## config.mk

```make
export PLATFORM = sky130hd
export DESIGN_NAME = clk_pwr_seq
export DESIGN_NICKNAME = d
export VERILOG_FILES = /design/src/rtl/clk_pwr_pkg.sv /design/src/rtl/clk_pwr_seq_sync2.sv /design/src/rtl/clk_pwr_seq.sv
export SDC_FILE = /design/constraint.sdc
export NUM_CORES = 1
export LEC_CHECK = 0
export CAP_MARGIN = 20
export CORE_MARGIN = 3
export CORE_UTILIZATION = 25
export CTS_CLUSTER_SIZE = 16
export DETAILED_ROUTE_END_ITERATION = 16
export PLACE_DENSITY = 0.52
export SLEW_MARGIN = 40
export SYNTH_ARGS = -nofsm -noshare
export SYNTH_HDL_FRONTEND = slang
export SYNTH_HIERARCHICAL = 1
export SYNTH_SLANG_ARGS = --single-unit
```

## constraint.sdc

```tcl
create_clock -name clk -period 3.2 [get_ports clk]
set_clock_uncertainty 0.15 [all_clocks]
set_input_delay 0.32 -clock clk [delete_from_list [all_inputs] [get_ports clk]]
set_output_delay 0.32 -clock clk [all_outputs]
set_load 0.01 [all_outputs]
```

## src/rtl/clk_pwr_pkg.sv

```systemverilog
// Purpose : shared state encoding, output bundle and default timing constants for clk_pwr_seq.
// Latency : n/a (package only).
// Backpressure: n/a (package only).
package clk_pwr_pkg;

   localparam int unsigned SETTLE_CYCLES_DEF = 16;
   localparam int unsigned SLEEP_DELAY_DEF   = 64;
   localparam int unsigned LOCK_TIMEOUT_DEF  = 4096;
   localparam int unsigned CNT_W_DEF         = 16;

   typedef enum logic [2:0] {
      ST_RELOCK   = 3'd0,
      ST_SETTLE   = 3'd1,
      ST_RUN      = 3'd2,
      ST_DRAIN    = 3'd3,
      ST_GATED    = 3'd4,
      ST_PLL_OFF  = 3'd5,
      ST_FALLBACK = 3'd6
   } state_t;

   typedef struct packed {
      logic pll_resetb;
      logic sel_pll;
      logic core_clk_en;
      logic sleeping;
   } pwr_out_t;

   // Output decode for a given (next) state. fb_gated selects the sleeping
   // half of FALLBACK, where the core runs on the reference clock.
   function automatic pwr_out_t decode_out(input state_t st, input logic fb_gated);
      pwr_out_t o;
      o = '{pll_resetb: 1'b1, sel_pll: 1'b0, core_clk_en: 1'b0, sleeping: 1'b0};
      case (st)
         ST_RUN, ST_DRAIN: begin
            o.sel_pll     = 1'b1;
            o.core_clk_en = 1'b1;
         end
         ST_GATED: begin
            // PLL stays locked and selected so a wake only re-enables the gate.
            o.sel_pll  = 1'b1;
            o.sleeping = 1'b1;
         end
         ST_PLL_OFF: begin
            o.pll_resetb = 1'b0;
            o.sleeping   = 1'b1;
         end
         ST_FALLBACK: begin
            // PLL gave up on: keep it powered down until reset.
            o.pll_resetb  = 1'b0;
            o.core_clk_en = ~fb_gated;
            o.sleeping    = fb_gated;
         end
         default: ;
      endcase
      return o;
   endfunction

endpackage

```

## src/rtl/clk_pwr_seq_sync2.sv

```systemverilog
// Purpose : 2-flop synchroniser bringing pll_lock into the clk domain.
// Latency : 2 clk cycles from d to q.
// Backpressure: none; level signal, sampled every cycle.
// Ports   : clk, reset (sync, active-high, clears both flops), d (async in), q (synchronised out).
module clk_pwr_seq_sync2 (
   input  logic clk,
   input  logic reset,
   input  logic d,
   output logic q
);

   logic meta;

   always_ff @(posedge clk) begin
      if (reset) begin
         meta <= 1'b0;
         q    <= 1'b0;
      end else begin
         meta <= d;
         q    <= meta;
      end
   end

endmodule

```

## src/rtl/clk_pwr_seq.sv

```systemverilog
// Purpose : core clock / PLL power sequencer (relock, settle, run, drain, gate, PLL off, fallback).
// Latency : outputs registered, decoded from next state (1 cycle after the deciding input; pll_lock +2 for sync).
// Backpressure: mem_busy holds DRAIN so the clock is never gated mid memory stall.
// Ports   : clk, reset (sync, active-high); wfi, wake, mem_busy, pll_lock in;
//           pll_resetb, sel_pll, core_clk_en, sleeping, lock_err (sticky) out.
module clk_pwr_seq
   import clk_pwr_pkg::*;
#(
   parameter int unsigned SETTLE_CYCLES = SETTLE_CYCLES_DEF,
   parameter int unsigned SLEEP_DELAY   = SLEEP_DELAY_DEF,
   parameter int unsigned LOCK_TIMEOUT  = LOCK_TIMEOUT_DEF,
   parameter int unsigned CNT_W         = CNT_W_DEF
) (
   input  logic clk,
   input  logic reset,
   input  logic wfi,
   input  logic wake,
   input  logic mem_busy,
   input  logic pll_lock,
   output logic pll_resetb,
   output logic sel_pll,
   output logic core_clk_en,
   output logic sleeping,
   output logic lock_err
);

   // A timer "reaches" N on the N-th cycle spent in the state, i.e. when the
   // count of cycles already spent there is N-1.
   localparam logic [CNT_W-1:0] SETTLE_LAST = CNT_W'(SETTLE_CYCLES - 1);
   localparam logic [CNT_W-1:0] SLEEP_LAST  = CNT_W'(SLEEP_DELAY - 1);
   localparam logic [CNT_W-1:0] LOCK_LAST   = CNT_W'(LOCK_TIMEOUT - 1);

   state_t           state_q, state_d;
   logic [CNT_W-1:0] cnt_q, cnt_d, cnt_inc;
   logic             fb_gated_q, fb_gated_d;
   logic             set_err;
   logic             lock_s;
   pwr_out_t         out_q, out_d;

   clk_pwr_seq_sync2 u_lock_sync (
      .clk   (clk),
      .reset (reset),
      .d     (pll_lock),
      .q     (lock_s)
   );

   // Saturating increment: a long stay never wraps back into a timeout window.
   assign cnt_inc = (&cnt_q) ? cnt_q : cnt_q + CNT_W'(1);

   always_comb begin
      state_d    = state_q;
      fb_gated_d = fb_gated_q;
      set_err    = 1'b0;
      case (state_q)
         ST_RELOCK: begin
            if (lock_s) begin
               state_d = ST_SETTLE;
            end else if (cnt_q >= LOCK_LAST) begin
               state_d = ST_FALLBACK;
               set_err = 1'b1;
            end
         end
         ST_SETTLE: begin
            if (!lock_s)                    state_d = ST_RELOCK;
            else if (cnt_q >= SETTLE_LAST)  state_d = ST_RUN;
         end
         ST_RUN: begin
            // Lock loss outranks a sleep request.
            if (!lock_s)                    state_d = ST_RELOCK;
            else if (wfi && !wake)          state_d = ST_DRAIN;
         end
         ST_DRAIN: begin
            // Still clocked from the PLL here, so lock loss is handled as in RUN.
            if (!lock_s)                    state_d = ST_RELOCK;
            else if (wake || !wfi)          state_d = ST_RUN;
            else if (!mem_busy)             state_d = ST_GATED;
         end
         ST_GATED: begin
            // Wake outranks the power-down timer; a lock lost while asleep
            // resumes through RELOCK rather than clocking the core off a bad PLL.
            if (wake)                       state_d = lock_s ? ST_RUN : ST_RELOCK;
            else if (cnt_q >= SLEEP_LAST)   state_d = ST_PLL_OFF;
         end
         ST_PLL_OFF: begin
            if (wake)                       state_d = ST_RELOCK;
         end
         ST_FALLBACK: begin
            // Terminal until reset; only the core gate toggles.
            if (fb_gated_q) begin
               if (wake)                    fb_gated_d = 1'b0;
            end else if (wfi && !wake) begin
               fb_gated_d = 1'b1;
            end
         end
         default:                           state_d = ST_RELOCK;
      endcase

      cnt_d = (state_d != state_q) ? '0 : cnt_inc;
      out_d = decode_out(state_d, fb_gated_d);
   end

   always_ff @(posedge clk) begin
      if (reset) begin
         state_q    <= ST_RELOCK;
         cnt_q      <= '0;
         fb_gated_q <= 1'b0;
         out_q      <= '{pll_resetb: 1'b1, sel_pll: 1'b0, core_clk_en: 1'b0, sleeping: 1'b0};
         lock_err   <= 1'b0;
      end else begin
         state_q    <= state_d;
         cnt_q      <= cnt_d;
         fb_gated_q <= fb_gated_d;
         out_q      <= out_d;
         lock_err   <= lock_err | set_err;
      end
   end

   assign pll_resetb  = out_q.pll_resetb;
   assign sel_pll     = out_q.sel_pll;
   assign core_clk_en = out_q.core_clk_en;
   assign sleeping    = out_q.sleeping;

endmodule

```

**Yosys cells after proc, flatten, opt, wreduce, memory -nomap -nowiden**

Cells that the tools add are included.

- Register bits after elaboration: 27
- Input port bits: 6
- Output and inout bits: 5
- Logic and storage cells: 64

- Add/subtract/negate cells: 1
- Order comparisons: 3
- Eq/ne operators: 12
- Muxes and demuxes: 25
- Bitwise logic cells: 2
- Reductions and logical operators: 11

Operators with widths:

| kind | number |
|---|---|
| $mux 3 | 12 |
| $pmux 3 s7 | 1 |
| $eq 3x3->1 const B | 6 |
| $add 16x1->16 const B | 1 |
| $ge 16x12->1 const B | 1 |
| $ge 16x4->1 const B | 1 |
| $ge 16x6->1 const B | 1 |
| $reduce_and 16->1 | 1 |
| $eq 3x2->1 const B | 4 |
| $mux 1 | 9 |
| $reduce_or 2->1 | 4 |
| $pmux 1 s2 | 2 |
| $eq 3x1->1 const B | 1 |
| $logic_not 3->1 | 1 |
| $ne 3x3->1 | 1 |
| $reduce_or 3->1 | 1 |
| $logic_not 1->1 | 2 |
| $mux 2 | 1 |
| $logic_and 1x1->1 | 1 |
| $logic_or 1x1->1 | 1 |
| $not 1->1 | 1 |
| $or 1x1->1 | 1 |

**Depth between registers and ports, before layout**

- Word-level depth: 8
- Depth in mapped cells: 8
- Depth with buffers taken out: 7

**Cells and area by module**

The synthesis kept the hierarchy.

Modules (own cells, without submodules):

| module | times used | cells an instance | area each (um2) | sequential area each (um2) |
|---|---|---|---|---|
| clk_pwr_seq | 1 | 165 | 1481.4 | 500.5 |
| clk_pwr_seq_sync2 | 1 | 4 | 52.6 | 40.0 |

**Worst setup path after synthesis**

No wires, ideal clock.

- Path type: input to register
- From: input wake
- To: register cnt_q[12]
- Setup time: 0.120 ns
- Arrival: 1.945 ns
- Data required time: 2.930 ns
- Setup slack: 0.985 ns
- Cell stages on the path: 8
- Buffers on the path: 2
- Cells stage by stage: buf_4 > or3b_2 > o32a_1 > o211ai_2 > nor2_1 > a32oi_4 > buf_6 > nor3_2

- Word-level cells in the longest chain between the ends: 7

RTL lines:

| element | line | text |
|---|---|---|
| start: declaration | clk_pwr_seq.sv:17 | `input logic wake,` |
| $logic_not 1->1 | clk_pwr_seq.sv:70 | `else if (wfi && !wake) state_d = ST_DRAIN;` |
| $logic_and 1x1->1 | clk_pwr_seq.sv:70 |  |
| $mux 3 | clk_pwr_seq.sv:70 |  |
| $mux 3 | clk_pwr_seq.sv:69 | `if (!lock_s) state_d = ST_RELOCK;` |
| $pmux 3 s7 * | clk_pwr_seq.sv:54 | `case (state_q)` |
| $ne 3x3->1 * | clk_pwr_seq.sv:98 | `cnt_d = (state_d != state_q) ? '0 : cnt_inc;` |
| $reduce_or 2->1 (no source line) * | -- |  |
| end signal: assignment | clk_pwr_seq.sv:111 | `cnt_q <= cnt_d;` |
| end: declaration | clk_pwr_seq.sv:34 | `logic [CNT_W-1:0] cnt_q, cnt_d, cnt_inc;` |

Mark *: on every way between the ends. The rest lies on a longest branch, timed or not.
A chain may end at the register's enable or synchronous reset.

**Worst setup path after layout**

- From: input wfi
- To: register cnt_q[14]

- Word-level cells in the longest chain between the ends: 7

RTL lines:

| element | line | text |
|---|---|---|
| start: declaration | clk_pwr_seq.sv:16 | `input logic wfi,` |
| $logic_not 1->1 | clk_pwr_seq.sv:75 | `else if (wake \|\| !wfi) state_d = ST_RUN;` |
| $logic_or 1x1->1 | clk_pwr_seq.sv:75 |  |
| $mux 3 | clk_pwr_seq.sv:75 |  |
| $mux 3 | clk_pwr_seq.sv:74 | `if (!lock_s) state_d = ST_RELOCK;` |
| $pmux 3 s7 * | clk_pwr_seq.sv:54 |  |
| $ne 3x3->1 * | clk_pwr_seq.sv:98 |  |
| $reduce_or 2->1 (no source line) * | -- |  |

Marks and branches as above.

==> flow_metrics.py <==
metrics = {
    "outcome": {
        "status": "finished clean",
    },
    "die": {
        "rows": 27,
        "io_pins": 11,
        "core_sq_um": 5710,
        "initial_utilization_pct": 26.9,
        "die_w_um": 84.3,
        "die_h_um": 84.3,
        "die_area_sq_um": 7110,
    },
    "timing": {
        "hold_viol_final": 0,
        "final-setup-viol-count": 0,
        "slew_violations": 0,
        "tns_ns": 0,
        "rsz0062_at_grt": "no",
        "period_needed_ns": 2.43,
        "fmax_mhz": 411,
        "tightest_slew_ns": 0.570,
        "fin_crit_sh_pct": 76.0,
        "max_slew_margin_pct": 61.4,
    },
    "clock_network": {
        "numCtsBuffers": 3,
        "cts_max_level": 1,
        "ctsResizeCount": 0,
        "post_cts_buffers": 0,
        "cts_root_buf": "clkbuf_8",
        "cts.sinks": 27,
        "ctsHoldBuffers": 0,
        "ctsLongestPathBuffers": 2,
        "clk_pin_slew_ns": 0.09,
        "clkLatencyLatePin_ns": 0.26,
        "cts_tree": "yes",
    },
    "synth": {
        "synth_area_leaders": "dfxtp_1, nor3_2, xnor2_1, nor2_1, a21oi_1",
        "synth_area_leader_cell": "dfxtp_1",
        "synth_most_common_cell": "dfxtp_1",
        "synth_top_area_share_pct": 35.2,
        "ys.flop_type": "dfxtp_1",
        "synthesis.area_sq_um": 1530,
        "synth.distinct_cells": 54,
        "synthArstFlopShare_pct": 0,
        "synth_commonest_cells": "dfxtp_1, nor2_1, nor3_2",
        "seq_area_frac_synth_pct": 35.2,
        "synth_warnings": 6,
        "avgSynthCellArea_sq_um": 9.08,
        "synth_edf_count": 0,
        "ys_seq_elements": 27,
        "synth_cells": 169,
        "syn_nets": 176,
    },
    "global_route": {
        "grt_max_degree": 17,
        "grt_pass1_wl_um": 5810,
        "overflow": 0,
        "grt_antenna_before_repair": 0,
        "grt_pass1_vias": 1260,
        "track_usage_pct": 9.55,
    },
    "worst_setup_path": {
        "cp_max_fo": 16,
        "cp.required_ns": 3.20,
        "arrival_ns": 2.43,
        "timing.rr.end": "cnt_q[14]",
        "cpMaxStageDelayCell": "clkdlybuf4s50_1",
        "r2r_start": "cnt_q[0]",
        "startpoint_type": "primary input",
        "rr_worst_depth": 8,
        "slowest_delay_ns": 0.51,
        "cp-end-kind": "flip-flop",
        "crit_start": "wfi",
        "ff2ff_setup_slack_ns": 0.77,
        "cp-endpoint": "cnt_q[14]",
        "cp_cell_sequence": "clkdlybuf4s50_1 > or3b_2 > o32a_1 > o211ai_2 > nor2_1 > a32oi_4 > buf_4 > nor4_1",
        "crit_type": "primary input to flip-flop",
    },
    "placed_design": {
        "portBuffers": 10,
        "gp_congestion": 0.838,
        "dp_hpwl_um": 2360,
    },
    "routing": {
        "routedWlPerCell_um": 12.7,
        "via_per_inst": 4.96,
        "via_count": 1249,
        "first_pass_iters": 4,
        "totalWireLength_um": 3210,
        "postRouteAntennaNets": 0,
        "drcViolationCount": 0,
        "drt-initial-drc-count": 56,
    },
    "power": {
        "p_leak_nw": 0.569,
        "peakVddDrop_mv": 0.157,
        "powerDensity_nw_per_um2": 328,
        "power_mw": 0.572,
    },
    "worst_hold_path": {
        "min_from": "u_lock_sync/meta",
        "min-delay-path-class": "flip-flop to flip-flop",
    },
    "layout": {
        "nNetsFinal": 188,
        "drive_above_1_share_pct": 16.7,
        "layout-area-overhead-vs-synth_pct": 13.5,
        "n_antenna_cell": 0,
    },
    "job": {
        "drv_cap": 0,
    },
}
==> flip-flops by register name, summed over array words and instances, names as in the netlist <==
register,count
lock_err,1
state_q,3
sleeping,1
pll_resetb,1
core_clk_en,1
cnt_q,16
u_lock_sync/meta,1
sel_pll,1
u_lock_sync/q,1
fb_gated_q,1
==> area by class of cell <==
cell class / instances / area (sq um)
Fill cell: 620 / 3970
Multi-Input combinational cell: 130 / 921
Sequential cell: 27 / 541
Timing Repair Buffer: 13 / 123
Tap cell: 72 / 90.1
Clock buffer: 4 / 45.0
Inverter: 6 / 22.5
==> power by group <==
group / leakage [nW] / total, mW / switching, mW / internal (mW)
logic: 0.328 / 0.0386 / 0.0216 / 0.0170
clock network: 0.0228 / 0.187 / 0.0985 / 0.0889
registers: 0.218 / 0.346 / 0.00546 / 0.340
==> stage by stage <==
| step | cells | area [sq um] | hold slack (ns) | util, % | worst slack (ns) |
|---|---|---|---|---|---|
| 4_1_cts | 252 | 1740 | 0.297 | 30.5 | 0.768 |
| 6_report | 252 | 1740 | 0.293 | 30.5 | 0.768 |
| 5_1_grt | 252 | 1740 | 0.308 | 30.5 | 0.583 |
| 3_5_place_dp | 248 | 1700 | 0.275 | 29.7 | 0.493 |
| 3_3_place_gp | 248 | 1700 | 0.273 | 29.7 | 0.540 |
| 2_1_floorplan | 169 | 1530 | 0.239 | - | 0.985 |
==> worst max-delay path: cells and delay by family <==
| family | cells | cell delay (ns) |
|---|---|---|
| simple gates | 3 | 0.67 |
| buf+inv | 2 | 0.80 |
| compound gates | 3 | 0.62 |
==> cells by family (layout without fill, tap and decap cells) <==
kind of cell | after synthesis | after routing | synth area share, %
AOI/OAI and AO/OA | 34 | 34 | 17.1
xor gates and xnor gates | 12 | 12 | 6.85
adders and majority gates | 1 | 1 | 0.816
buffers and inverters | 12 | 23 | 4.73
DFF | 27 | 27 | 35.2
muxes | 1 | 1 | 0.653
and+or+nand+nor | 82 | 82 | 34.6
==> layer usage <==
layer  up-vias  track usage, %  part of all wire (%)
li1        646               -                     -
met1       594            14.4                    56
met2         7            14.4                    42
met3         2            1.18                  0.44
met4         0            2.30                  0.87
met5         -               0                     0
==> placed cells by master, fill, tap and decap left out, types with 4 or more instances in the layout <==
master / instances
nand3_1: 7
nand2_1: 8
nor2_1: 14
nor3_1: 4
a21oi_1: 9
xor2_1: 5
o21ai_0: 6
inv_1: 6
or4_1: 6
dfxtp_1: 27
xnor2_1: 7
nor3_2: 10
nor4_1: 5
clkdlybuf4s50_1: 10
==> worst min path at each step <==
stage          depth (start not counted)  slack (ns)            end
5_1_grt                                1        0.31  u_lock_sync/q
2_1_floorplan                          1        0.24       lock_err
3_3_place_gp                           1        0.27  u_lock_sync/q
3_5_place_dp                           1        0.28  u_lock_sync/q
6_report                               1        0.29  u_lock_sync/q
4_1_cts                                1        0.30  u_lock_sync/q
No activity file was read; power rests on OpenSTA's default activity.
